### src/rtl/vga_frame_reader.sv
// vga_frame_reader: display-side reader of the data RAM's VGA port.
// Generates 640x480@60 timing from the pixel enable 'tick'. Fetches a
// 160x120 framebuffer (4 bits per pixel, 8 pixels per 32-bit word).
// Each logical pixel is shown as a 4x4 block of 12-bit palette colour.
// Emits a one-clk vblank_start pulse for frame pacing.
// Optional feature macro: VGA_PALETTE_WR_EN. When it is defined, the
// palette is a writable 16x12 register file loaded with the fixed table on
// rst. When it is undefined, the palette is a constant table.
module vga_frame_reader #(
  parameter logic [11:0] FB_BASE        = 12'h600,
  parameter int          WORDS_PER_LINE = 20,
  parameter int          H_ACTIVE       = 640,
  parameter int          H_FP           = 16,
  parameter int          H_SYNC         = 96,
  parameter int          H_BP           = 48,
  parameter int          V_ACTIVE       = 480,
  parameter int          V_FP           = 10,
  parameter int          V_SYNC         = 2,
  parameter int          V_BP           = 33
) (
  input  logic        clk,
  input  logic        rst,
  input  logic        tick,
  output logic [11:0] vgaaddr,
  input  logic [31:0] vgavalue,
  output logic [3:0]  vga_r,
  output logic [3:0]  vga_g,
  output logic [3:0]  vga_b,
  output logic        vga_hs,
  output logic        vga_vs,
  output logic        vblank_start
`ifdef VGA_PALETTE_WR_EN
  ,
  input  logic        pal_we,
  input  logic [3:0]  pal_idx,
  input  logic [11:0] pal_data
`endif
);

  // Counters are 10 bits wide, which covers totals up to 1024 per axis.
  localparam int H_TOTAL = H_ACTIVE + H_FP + H_SYNC + H_BP;
  localparam int V_TOTAL = V_ACTIVE + V_FP + V_SYNC + V_BP;

  localparam logic [9:0] H_LAST   = 10'(H_TOTAL - 1);
  localparam logic [9:0] V_LAST   = 10'(V_TOTAL - 1);
  localparam logic [9:0] H_ACT    = 10'(H_ACTIVE);
  localparam logic [9:0] V_ACT    = 10'(V_ACTIVE);
  localparam logic [9:0] V_ACT_LAST = 10'(V_ACTIVE - 1);
  localparam logic [9:0] HS_FIRST = 10'(H_ACTIVE + H_FP);
  localparam logic [9:0] HS_LAST  = 10'(H_ACTIVE + H_FP + H_SYNC - 1);
  localparam logic [9:0] VS_FIRST = 10'(V_ACTIVE + V_FP);
  localparam logic [9:0] VS_LAST  = 10'(V_ACTIVE + V_FP + V_SYNC - 1);

  // Fixed 16-entry palette, 4:4:4 RGB.
  function automatic logic [11:0] pal_rom(input logic [3:0] idx);
    logic [11:0] c;
    case (idx)
      4'h0: c = 12'h000;
      4'h1: c = 12'hFFF;
      4'h2: c = 12'hF00;
      4'h3: c = 12'h0F0;
      4'h4: c = 12'h00F;
      4'h5: c = 12'hFF0;
      4'h6: c = 12'h0FF;
      4'h7: c = 12'hF0F;
      4'h8: c = 12'h888;
      4'h9: c = 12'h444;
      4'hA: c = 12'h4C4;
      4'hB: c = 12'h8CF;
      4'hC: c = 12'hF80;
      4'hD: c = 12'h840;
      4'hE: c = 12'hEDA;
      default: c = 12'h222;
    endcase
    return c;
  endfunction

  logic [9:0]  h_cnt;
  logic [9:0]  v_cnt;
  logic        active;
  logic [11:0] row_off;
  logic [11:0] col_off;
  logic [2:0]  nib;
  logic [3:0]  pix_idx;
  logic [11:0] pal_color;
  logic        hs_next;
  logic        vs_next;
  logic        frame_end_tick;
  logic [11:0] rgb;

`ifdef VGA_PALETTE_WR_EN
  logic [11:0] pal_q [16];

  // Writable palette: rst reloads the fixed table; writes ignore tick.
  // NOTE: a 16-entry register file (not a RAM macro) can take a reset, and
  // rst must restore the fixed colours, so every entry is reset here.
  always_ff @(posedge clk) begin
    if (rst) begin
      for (int i = 0; i < 16; i++) pal_q[i] <= pal_rom(4'(i));
    end else if (pal_we) begin
      pal_q[pal_idx] <= pal_data;
    end
  end
`endif

  // Pixel and line counters; they move only on pixel-enable cycles.
  // NOTE: state uses non-blocking assignments so every flop samples the
  // pre-edge value of the others, whatever order the statements appear in.
  always_ff @(posedge clk) begin
    if (rst) begin
      h_cnt <= '0;
      v_cnt <= '0;
    end else if (tick) begin
      if (h_cnt == H_LAST) begin
        h_cnt <= '0;
        v_cnt <= (v_cnt == V_LAST) ? '0 : v_cnt + 10'd1;
      end else begin
        h_cnt <= h_cnt + 10'd1;
      end
    end
  end

  // Address, pixel select, palette lookup and sync decode from the counters.
  // NOTE: every signal gets a value at the top of the block, so no path
  // leaves one unassigned and no latch is inferred.
  always_comb begin
    active         = (h_cnt < H_ACT) && (v_cnt < V_ACT);
    row_off        = 12'(32'(v_cnt[9:2]) * WORDS_PER_LINE);
    col_off        = 12'(h_cnt[9:5]);
    vgaaddr        = FB_BASE;
    nib            = h_cnt[4:2];
    pix_idx        = vgavalue[{nib, 2'b00} +: 4];
    hs_next        = ~((h_cnt >= HS_FIRST) && (h_cnt <= HS_LAST));
    vs_next        = ~((v_cnt >= VS_FIRST) && (v_cnt <= VS_LAST));
    frame_end_tick = tick && (h_cnt == H_LAST) && (v_cnt == V_ACT_LAST);
`ifdef VGA_PALETTE_WR_EN
    pal_color      = pal_q[pix_idx];
`else
    pal_color      = pal_rom(pix_idx);
`endif
    if (active) begin
      vgaaddr = FB_BASE + row_off + col_off;
    end
  end

  // Output stage: colour and syncs registered on tick, one tick behind the counters.
  always_ff @(posedge clk) begin
    if (rst) begin
      rgb    <= 12'h000;
      vga_hs <= 1'b1;
      vga_vs <= 1'b1;
    end else if (tick) begin
      rgb    <= active ? pal_color : 12'h000;
      vga_hs <= hs_next;
      vga_vs <= vs_next;
    end
  end

  // One-clk vblank pulse on the clk after the last active pixel's tick.
  always_ff @(posedge clk) begin
    if (rst) begin
      vblank_start <= 1'b0;
    end else begin
      vblank_start <= frame_end_tick;
    end
  end

  assign vga_r = rgb[11:8];
  assign vga_g = rgb[7:4];
  assign vga_b = rgb[3:0];

endmodule

### config.mk
export PLATFORM = sky130hd
export DESIGN_NAME = vga_frame_reader
export DESIGN_NICKNAME = d
export VERILOG_FILES = /design/src/rtl/vga_frame_reader.sv
export SDC_FILE = /design/constraint.sdc
export NUM_CORES = 1
export LEC_CHECK = 0
export BUFFER_PORTS_ARGS = -buffer_cell sky130_fd_sc_hd__buf_2
export CAP_MARGIN = 25
export CELL_PAD_IN_SITES_DETAIL_PLACEMENT = 1
export CELL_PAD_IN_SITES_GLOBAL_PLACEMENT = 2
export CORE_MARGIN = 4
export CORE_UTILIZATION = 35
export DETAILED_ROUTE_END_ITERATION = 12
export GPL_TIMING_DRIVEN = 0
export PLACE_DENSITY = 0.86
export SETUP_SLACK_MARGIN = 0.1
export SYNTH_ARGS = -nofsm -noshare
export SYNTH_HDL_FRONTEND = slang
export SYNTH_SLANG_ARGS = --single-unit
### constraint.sdc
create_clock -name clk -period 4.56 [get_ports clk]
set_clock_uncertainty 0.05 [all_clocks]
set_input_delay 0.684 -clock clk [delete_from_list [all_inputs] [get_ports clk]]
set_output_delay 0.684 -clock clk [all_outputs]
set_load 0.01 [all_outputs]
==> summary.md, run 1 <==
| Metric | Value |
|---|---|
| Run status | finished clean |
| Clk Latency, worst-skew pair | 280 ps |
| Hold Buf Count CTS | 0 |
| Main synth FF type | dfxtp_1 |
| Net Count, Synth | 362 |
| Number of CTS-inserted buffers | 5 |
| Static leakage | 1.46 nW |
| Cell taking the most area after synthesis | dfxtp_1 |
| Slew @ Worst Pin | 698 ps |
| Final Slew Violations | 0 |
| GR Util All Layers | 15.8% |
| Top-Level Pins | 62 |
| Synth Warn # | 0 |
| Initial Util | 36.5% |
| Seq/Total Area, Yosys | 26.0% |
| Grt total ovfl | 0 |
| Finished Layout Cells | 467 |
| Antenna violations before repair | 0 |
| Largest net degree at the start of global routing | 11 |
| H-Tree Depth | 2 |
| Clock Sinks | 35 |
| Post-synth ARST share | 0% |
| Final Util | 43.6% |
| PostCTS Resize Cnt | 0 |
| Fill cells | 914 |
| Initial DRC count | 49 |
| Period utilisation layout | 83.7% |
| EDFF count, synth | 0 |
| Hold crit path type | register to register |
| Final Setup Violations | 0 |
| Max Cap Viol | 0 |
| Worst Setup End Kind | primary output |
| Worst setup SP type | register |
| Critical Path RT | 3830 ps |
| Synthesis-stage register bit count | 35 |
| Max Buffers Root-to-Sink | 2 |
| Fin area | 3220 sq um |
| Syn Area/Cell | 8.97 sq um |
| Die area | 9160 sq um |
| Setup_tns | 0 ps |
| Placer Congestion | 0.810 |
| Slew Limit Headroom | 53.3% |
| Post-CTS setup buffers | 0 |
| Placed cells | 459 |
| Critical Path Fanout Max | 8 |
| Layout cell share with drive strength beyond 1 | 26.6% |
| Row Count | 31 |
| Vias per cell | 5.00 |
| Root Driver | clkbuf_8 |
| Final net count | 429 |
| TritonCTS clock tree | built |
| Min cycle time layout | 3810 ps |
| Post-Place Cell Area | 3120 sq um |
| Residual DRC count | 0 |
| Wire per inst | 14.6 um |
| Mapped cell area | 2690 sq um |
| Top cells by area, synth | dfxtp_1 (26%), ha_1 (12%), mux4_2 (5.9%) |
| I/O Buffers | 60 |
| VDD IR max | 0.000129 V |
| CTS clock-pin slew for the worst setup and hold paths | 70 ps |
| Top cells by count, synth | nor2_1 (42), dfxtp_1 (35), ha_1 (25) |
| Yosys top cell area share | 26.0% |
| Hold WS | 405 ps |
| FF+latch area | 701 sq um |
| Mapped Cells | 300 |
| WL final | 6840 um |
| Unrepaired setup endpoints after global routing | false |
| ANT nets after route | 0 |
| Power, Total | 671 uW |
| DPL Wire Length | 5490 um |
| Hold Fails Final Rpt | 0 |
| DRT Pass-1 Iters | 4 |
| Critical path type | register to primary output |
| Core Region | 7370 sq um |
| Area of the multi-input gates | 1860 sq um |
| Max Freq | 0.262 GHz |
| Vias in the first global route | 2386 |
| Ant. Diodes | 0 |
| Netlist cell types | 56 |
| Data arrival time of the critical path | 3080 ps |
| Vias | 2333 |
| Synthesis-to-finish area growth | 19.5% |
| First-pass GRT wire length | 11500 um |
| Die Y | 95.7 um |
| Most numerous cell in the Yosys netlist | nor2_1 |
| Power per cell area | 209 nW/um^2 |
| Worst setup margin | 745 ps |
| DP Worst Slack | 1070 ps |
| Die width | 95.7 um |
layout make-up:
cell class / instances / area share (%)
well taps: 99 / 3.85
plain buffers: 14 / 2.68
repair buffers: 60 / 9.34
inverters: 13 / 1.52
flip-flops and latches: 35 / 21.8
clock buffers: 8 / 3.11
multi-input cells: 238 / 57.7
power breakdown:
part           switching [mW]  internal, mW
logic                  0.0531        0.0469
registers             0.00561         0.315
clock network           0.112         0.138
worst max-delay path, stage by stage (launching register included):
cell	delay, ps
dfxtp_1	510
ha_1	210
ha_1	180
inv_1	60
fa_1	400
nor2b_1	110
o21ai_0	100
a21boi_0	340
o21ai_0	160
a2111o_1	430
a21oi_1	140
buf_2	140
state kept, by name (all words and copies together) (netlist names):
name          count
vga_hs            1
rgb              12
vga_vs            1
h_cnt            10
v_cnt            10
vblank_start      1
layout by cell type, fill, tap and decap left out, types with 3 or more instances in the layout:
master,count
buf_2,63
nor2_1,42
dfxtp_1,35
ha_1,25
nand2_1,23
xnor2_1,15
xor2_1,14
inv_1,12
a21oi_1,12
o21ai_0,8
a21o_1,8
nand2b_1,8
mux4_2,7
clkbuf_1,7
clkbuf_8,7
nand4_1,6
o21ai_1,6
and2_1,5
nor2b_1,4
nor3_1,4
buf_6,3
mux2i_4,3
a211oi_1,3
nand4b_1,3
and3_1,3
routing by layer:
metal	up-vias	track usage, %	wire length (um)	share of wire, %
met4	0	3.20	61	0.89
met3	7	2.97	182	2.7
li1	1184	-	-	-
met1	1117	22.1	3360	49
met5	-	0	0	0
met2	25	25.2	3230	47
kinds of logic (layout without fill, tap and decap cells):
| group | after synthesis | after routing | share of synthesized area [%] |
|---|---|---|---|
| AOI/OAI and AO/OA | 53 | 53 | 13.1 |
| DFF | 35 | 35 | 26.0 |
| adders and majority gates | 27 | 27 | 13.1 |
| xor gates and xnor gates | 29 | 29 | 9.44 |
| and+or+nand+nor | 115 | 115 | 22.7 |
| muxes | 14 | 14 | 10.6 |
| buffers and inverters | 27 | 95 | 5.02 |
worst paths after layout:
kind	from	to	slack (ps)	cells past startpoint
max	v_cnt[2]	vgaaddr[11]	750	11
min reg2reg	rgb[8]	rgb[8]	400	2
min	rgb[8]	rgb[8]	400	2
max reg2reg	h_cnt[3]	rgb[3]	1790	9
No activity file was read; power rests on OpenSTA's default activity.
==> run 2: changes to the inputs <==
--- a/config.mk
+++ b/config.mk
@@ -10,10 +10,10 @@
 export CELL_PAD_IN_SITES_DETAIL_PLACEMENT = 1
 export CELL_PAD_IN_SITES_GLOBAL_PLACEMENT = 2
 export CORE_MARGIN = 4
-export CORE_UTILIZATION = 35
+export CORE_UTILIZATION = 32
 export DETAILED_ROUTE_END_ITERATION = 12
 export GPL_TIMING_DRIVEN = 0
-export PLACE_DENSITY = 0.86
+export PLACE_DENSITY = 0.79
 export SETUP_SLACK_MARGIN = 0.1
 export SYNTH_ARGS = -nofsm -noshare
 export SYNTH_HDL_FRONTEND = slang
==> constraint.sdc (replaced) <==
create_clock -name clk -period 3.92 [get_ports clk]
set_clock_uncertainty 0.05 [all_clocks]
set_input_delay 0.588 -clock clk [delete_from_list [all_inputs] [get_ports clk]]
set_output_delay 0.588 -clock clk [all_outputs]
set_load 0.01 [all_outputs]
==> summary.md, run 2 (synthesis gave the netlist of run 1 again) <==
| Metric | Value |
|---|---|
| Clock power frac | 36.9% (-0.4 points) |
| Synthesis-to-finish area growth | 19.9% |
| Placer Congestion | 0.799 (-1.4%) |
| Unrepaired setup endpoints after global routing | false |
| Ant. Diodes | 0 (unchanged) |
| Max Cap Viol | 0 (unchanged) |
| Largest Register | rgb |
| I/O Buffers | 60 (unchanged) |
| Layout cell share with drive strength beyond 1 | 27.2% (+0.54 points) |
| VDD IR max | 0.000153 V (+18%) |
| DRT Pass-1 Iters | 4 (unchanged) |
| Power, Total | 776 uW (+16%) |
| DPL Wire Length | 5390 um (-1.7%) |
| Clock Sinks | 35 (unchanged) |
| Power per cell area | 241 nW/um^2 (+15%) |
| Top delay family on crit path | compound AO/OA/AOI/OAI gates |
| Final Util | 39.3% (-4.4 points) |
| Die area | 9940 sq um (+8.6%) |
| Setup_tns | 0 ps (unchanged) |
| CTS clock-pin slew for the worst setup and hold paths | 70 ps (about the same) |
| Max Buffers Root-to-Sink | 2 (unchanged) |
| Die width | 99.7 um (+4.2%) |
| Initial Util | 32.8% (-3.8 points) |
| Hold Buf Count CTS | 0 (unchanged) |
| H-Tree Depth | 2 (unchanged) |
| Logic pwr share | 14.9% (about the same) |
| Final Slew Violations | 0 (unchanged) |
| Final Setup Violations | 0 (unchanged) |
| Largest registers | rgb (12), h_cnt (10), v_cnt (10) |
| Data arrival time of the critical path | 2820 ps (-260 ps) |
| Static leakage | 1.46 nW (about the same) |
| R2r setup slk | 1210 ps (-580 ps) |
| Hold crit path type | register to register |
| Hold Fails Final Rpt | 0 (unchanged) |
| TritonCTS clock tree | built |
| Vias in the first global route | 2392 (+0.25%) |
| Min cycle time layout | 3460 ps |
| Critical path type | register to primary output |
| Residual DRC count | 0 (unchanged) |
| PostCTS Resize Cnt | 0 (unchanged) |
| Commonest non-fill, non-tap cell in the layout | buf_2 |
| Number of CTS-inserted buffers | 5 (unchanged) |
| Slew @ Worst Pin | 666 ps (-31.8 ps) |
| Slowest CP cell | a2111o_1 |
| Worst Setup End Kind | primary output |
| NetSw | 194 uW (+13%) |
| WL final | 6520 um (-4.6%) |
| Vias per cell | 4.89 (-2.0%) |
| Post-CTS setup buffers | 0 (unchanged) |
| Post-Place Cell Area | 3120 sq um (+0.24%) |
| Part of the power in registers | 48.2% (+0.4 points) |
| DP Worst Slack | 586 ps (-487 ps) |
| Initial DRC count | 61 (+24%) |
| Fin area | 3230 sq um (+0.31%) |
| Die Y | 99.7 um (+4.2%) |
| Grt total ovfl | 0 (unchanged) |
| Largest net degree at the start of global routing | 11 (unchanged) |
| Worst setup SP type | register |
| Crit path cell chain | ha_1 -> ha_1 -> inv_1 -> fa_1 -> nor2b_1 -> o21ai_0 -> a21boi_1 -> o21ai_0 -> a2111o_1 -> a21oi_1 -> buf_2 |
| Critical Path RT | 3280 ps (-550 ps) |
| Root Driver | clkbuf_8 |
| Commonest cells after routing, fill and taps aside | buf_2 (63), nor2_1 (42), dfxtp_1 (33) |
| CP bufs+invs | 2 (unchanged) |
| Period utilisation layout | 88.2% |
| ANT nets after route | 0 (unchanged) |
| Clk Latency, worst-skew pair | 280 ps (about the same) |
| Core Region | 8220 sq um (+11%) |
| Final net count | 429 (unchanged) |
| Wire per inst | 13.8 um (-5.8%) |
| Run status | finished clean |
| Max Freq | 0.289 GHz |
| Top-Level Pins | 62 (unchanged) |
| GR Util All Layers | 13.7% (-2.0 points) |
| Antenna violations before repair | 0 (unchanged) |
| Critical Path Fanout Max | 7 (-1) |
| First-pass GRT wire length | 11200 um (-2.0%) |
| Slew Limit Headroom | 55.4% (+2.1 points) |
| Cell Int Power | 582 uW (+16%) |
| Sw Share | 25.0% (-0.50 points) |
| Vias | 2315 (-0.77%) |
| Largest stage delay, worst path | 420 ps (-90 ps) |
| Max reg flops | 12 (unchanged) |
| Row Count | 33 (+6.5%) |
| Worst setup margin | 461 ps (-284 ps) |
==> run 2: cell counts in the layout (fill, tap and decap cells not counted) <==
Identical to the previous run, type by type.
==> run 2: final timing paths <==
| check | cells after the start | from | end |
|---|---|---|---|
| hold / removal | 2 | rgb[11] | rgb[11] |
| hold reg to reg | 2 | rgb[11] | rgb[11] |
| setup / recovery | 11 | v_cnt[3] | vgaaddr[11] |
| setup reg to reg | 9 | h_cnt[3] | rgb[3] |
==> run 2: per-stage QoR <==
stage / cells / hold slack, ps
global placement: 465 / 385
global route: 473 / 424
floorplan: 300 / 421
detailed placement: 465 / 395
CTS: 473 / 411
finish: 473 / 402
==> run 2: worst reg2reg max path, stage by stage (launching register included) <==
cell and delay (ps):
dfxtp_1 370, buf_6 200, mux4_2 550, mux2i_4 370, inv_2 130, ha_1 240, nand2b_1 170, a31oi_2 260
nor2_1 80, a211oi_1 210
==> run 2: per-layer routing <==
metal	GRT usage, %	vias up	part of all wire [%]
li1	-	1179	-
met1	18.3	1092	48
met2	23.2	40	48
met3	3.09	4	3.9
met4	1.79	0	0.57
met5	0	-	0
==> run 2: power by group through the flow <==
stage	sequential [mW]	clock, mW	combinational [mW]
after CTS	0.375	0.299	0.118
after global routing	0.376	0.320	0.128
final	0.374	0.286	0.115
after detailed placement	0.383	0	0.117
after floorplan	0.385	0	0.0695
after global placement	0.382	0	0.115
==> run 2: layout make-up <==
type / instances / area (sq um)
plain buffers: 14 / 86.3
well taps: 105 / 131
clock buffers: 8 / 100
flip-flops and latches: 35 / 703
multi-input cells: 238 / 1860
fillers: 1002 / 4990
repair buffers: 60 / 300
inverters: 13 / 48.8
==> run 3: changes to the inputs <==
--- a/config.mk
+++ b/config.mk
@@ -9,6 +9,7 @@
 export CAP_MARGIN = 25
 export CELL_PAD_IN_SITES_DETAIL_PLACEMENT = 1
 export CELL_PAD_IN_SITES_GLOBAL_PLACEMENT = 2
+export CORE_ASPECT_RATIO = 1.1
 export CORE_MARGIN = 4
 export CORE_UTILIZATION = 32
 export DETAILED_ROUTE_END_ITERATION = 12
==> summary.md, run 3 (synthesis gave the netlist of run 1 again) <==
| Metric | Value |
|---|---|
| Synthesis-to-finish area growth | 19.3% |
| Unrepaired setup endpoints after global routing | false |
| Largest stage delay, worst path | 420 ps (about the same) |
| Critical Path RT | 3280 ps (about the same) |
| Placed cells | 468 (+0.65%) |
| Worst setup SP type | register |
| Critical Path Fanout Max | 7 (unchanged) |
| Number of CTS-inserted buffers | 5 (unchanged) |
| Residual DRC count | 0 (unchanged) |
| DPL Wire Length | 5580 um (+3.5%) |
| TritonCTS clock tree | built |
| Max Cap Viol | 0 (unchanged) |
| NetSw | 196 uW (+0.96%) |
| Grt met1 use | 16.9% (-1.4 points) |
| Grt total ovfl | 0 (unchanged) |
| Layer with the highest usage | met2 |
| DRT Pass-1 Iters | 4 (unchanged) |
| Die width | 95.4 um (-4.3%) |
| Setup_tns | 0 ps (unchanged) |
| Logic pwr share | 15.9% (+1.0 points) |
| Commonest non-fill, non-tap cell in the layout | buf_2 |
| Max Buffers Root-to-Sink | 2 (unchanged) |
| Commonest cells after routing, fill and taps aside | buf_2 (63), nor2_1 (42), dfxtp_1 (33) |
| H-Tree Depth | 2 (unchanged) |
| Data arrival time of the critical path | 2870 ps (+50 ps) |
| Part of the power in registers | 50.8% (+2.6 points) |
| Top-Level Pins | 62 (unchanged) |
| Power per cell area | 229 nW/um^2 (-4.7%) |
| Largest Register | rgb |
| Finished Layout Cells | 474 (+0.21%) |
| CTS clock-pin slew for the worst setup and hold paths | 70 ps (about the same) |
| Slew @ Worst Pin | 719 ps (+53.3 ps) |
| Hold Fails Final Rpt | 0 (unchanged) |
| Cell Int Power | 540 uW (-7.2%) |
| I/O Buffers | 60 (unchanged) |
| Min cycle time layout | 3510 ps (+49.3 ps) |
| Largest registers | rgb (12), h_cnt (10), v_cnt (10) |
| Clk Latency, worst-skew pair | 280 ps (about the same) |
| Vias in the first global route | 2527 (+5.6%) |
| Crit path cell chain | ha_1 -> ha_1 -> inv_1 -> fa_1 -> nor2b_1 -> o21ai_0 -> a21boi_2 -> o21ai_0 -> a2111o_1 -> a21oi_1 -> buf_2 |
| GR Layer Usage met3 | 2.82% (-0.26 points) |
| Clock Sinks | 35 (unchanged) |
| Worst Setup End Kind | primary output |
| Final Setup Violations | 0 (unchanged) |
| Hold crit path type | register to register |
| Ant. Diodes | 0 (unchanged) |
| WL final | 6910 um (+6.0%) |
| Initial Util | 33.5% (+0.72 points) |
| Placer Congestion | 0.762 (-4.6%) |
| Clock power frac | 33.4% (-3.5 points) |
| ANT nets after route | 0 (unchanged) |
| Antenna violations before repair | 0 (unchanged) |
| CP bufs+invs | 2 (unchanged) |
| Slowest CP cell | a2111o_1 |
| Row Count | 34 (+3.0%) |
| Largest net degree at the start of global routing | 11 (unchanged) |
| Core Region | 8040 sq um (-2.1%) |
| Wire per inst | 14.6 um (+5.8%) |
| Period utilisation layout | 89.5% (+1.3 points) |
| Layout cell share with drive strength beyond 1 | 27.3% (+0.15 points) |
| Slew Limit Headroom | 51.9% (-3.6 points) |
| Final net count | 429 (unchanged) |
| Vias | 2358 (+1.9%) |
| VDD IR max | 0.000165 V (+7.9%) |
| Top delay family on crit path | compound AO/OA/AOI/OAI gates |
| GR Util All Layers | 14.5% (+0.81 points) |
| Static leakage | 1.45 nW (-0.81%) |
| Die area | 9940 sq um (about the same) |
| Hold Buf Count CTS | 0 (unchanged) |
| First-pass GRT wire length | 11700 um (+3.6%) |
| Critical path type | register to primary output |
| Root Driver | clkbuf_8 |
| Vias per cell | 4.97 (+1.6%) |
| Run status | finished clean |
| Final Slew Violations | 0 (unchanged) |
| Max Freq | 0.285 GHz (-1.4%) |
| Max reg flops | 12 (unchanged) |
| Initial DRC count | 65 (+6.6%) |
| Die Y | 104 um (+4.5%) |
| Grt met2 use | 26.6% (+3.3 points) |
| Sw Share | 26.6% (+1.6 points) |
-- run 3: changes by cell type in the layout (fill, tap and decap cells not counted) --
cell      delta
a21boi_1     -1
a21boi_2     +1
clkbuf_8     -2
nor3b_1      -1
nor3b_2      +1
-- run 3: layer usage --
layer | up-vias | part of all wire [%]
met2 | 56 | 51
met1 | 1112 | 43
li1 | 1181 | -
met5 | - | 0
met3 | 9 | 4.4
met4 | 0 | 1.3
-- run 3: area by class of cell --
cell class	count	area, sq um
Buffer	14	86.3
Clock buffer	6	72.6
Fill cell	974	4830
Inverter	13	48.8
Multi-Input combinational cell	238	1860
Sequential cell	35	703
Tap cell	108	135
Timing Repair Buffer	60	300
-- run 3: stage by stage --
| step | power, mW | setup WS [ps] | hold slack [ps] | instance area (sq um) | util, % |
|---|---|---|---|---|---|
| after floorplan | 0.455 | 823 | 421 | 2690 | - |
| after global placement | 0.497 | 542 | 385 | 3130 | 38.9 |
| after detailed placement | 0.500 | 517 | 388 | 3130 | 38.9 |
| after CTS | 0.750 | 186 | 399 | 3200 | 39.8 |
| after global routing | 0.776 | 165 | 416 | 3210 | 39.9 |
| final | 0.736 | 412 | 395 | 3210 | 39.9 |
-- run 3: worst paths after layout --
kind            start           to  slack (ps)  cells after the start
max          v_cnt[3]  vgaaddr[11]         410                     11
min            rgb[8]       rgb[8]         390                      2
max reg2reg  h_cnt[3]       rgb[3]        1140                      9
min reg2reg    rgb[8]       rgb[8]         390                      2
-- run 3: worst reg2reg max path, cell delays in order, from the launching register on --
cell,delay (ps)
dfxtp_1,370
buf_6,200
mux4_2,560
mux2i_4,380
inv_2,140
ha_1,240
nand2b_1,180
a31oi_2,280
nor2_1,90
a211oi_1,210
-- run 3: power groups by stage --
stage / Clock [mW] / Combinational (mW) / Sequential [mW]
finish: 0.245 / 0.117 / 0.374
global route: 0.269 / 0.131 / 0.375
detailed placement: 0 / 0.119 / 0.382
global placement: 0 / 0.116 / 0.381
floorplan: 0 / 0.0695 / 0.385
CTS: 0.258 / 0.119 / 0.374
-- run 3: what timing repair did --
item / in CTS / in global routing
setup buffers: 0 / 0
gates resized for setup: 0 / 5
endpoints found under the setup margin: 0 / 1
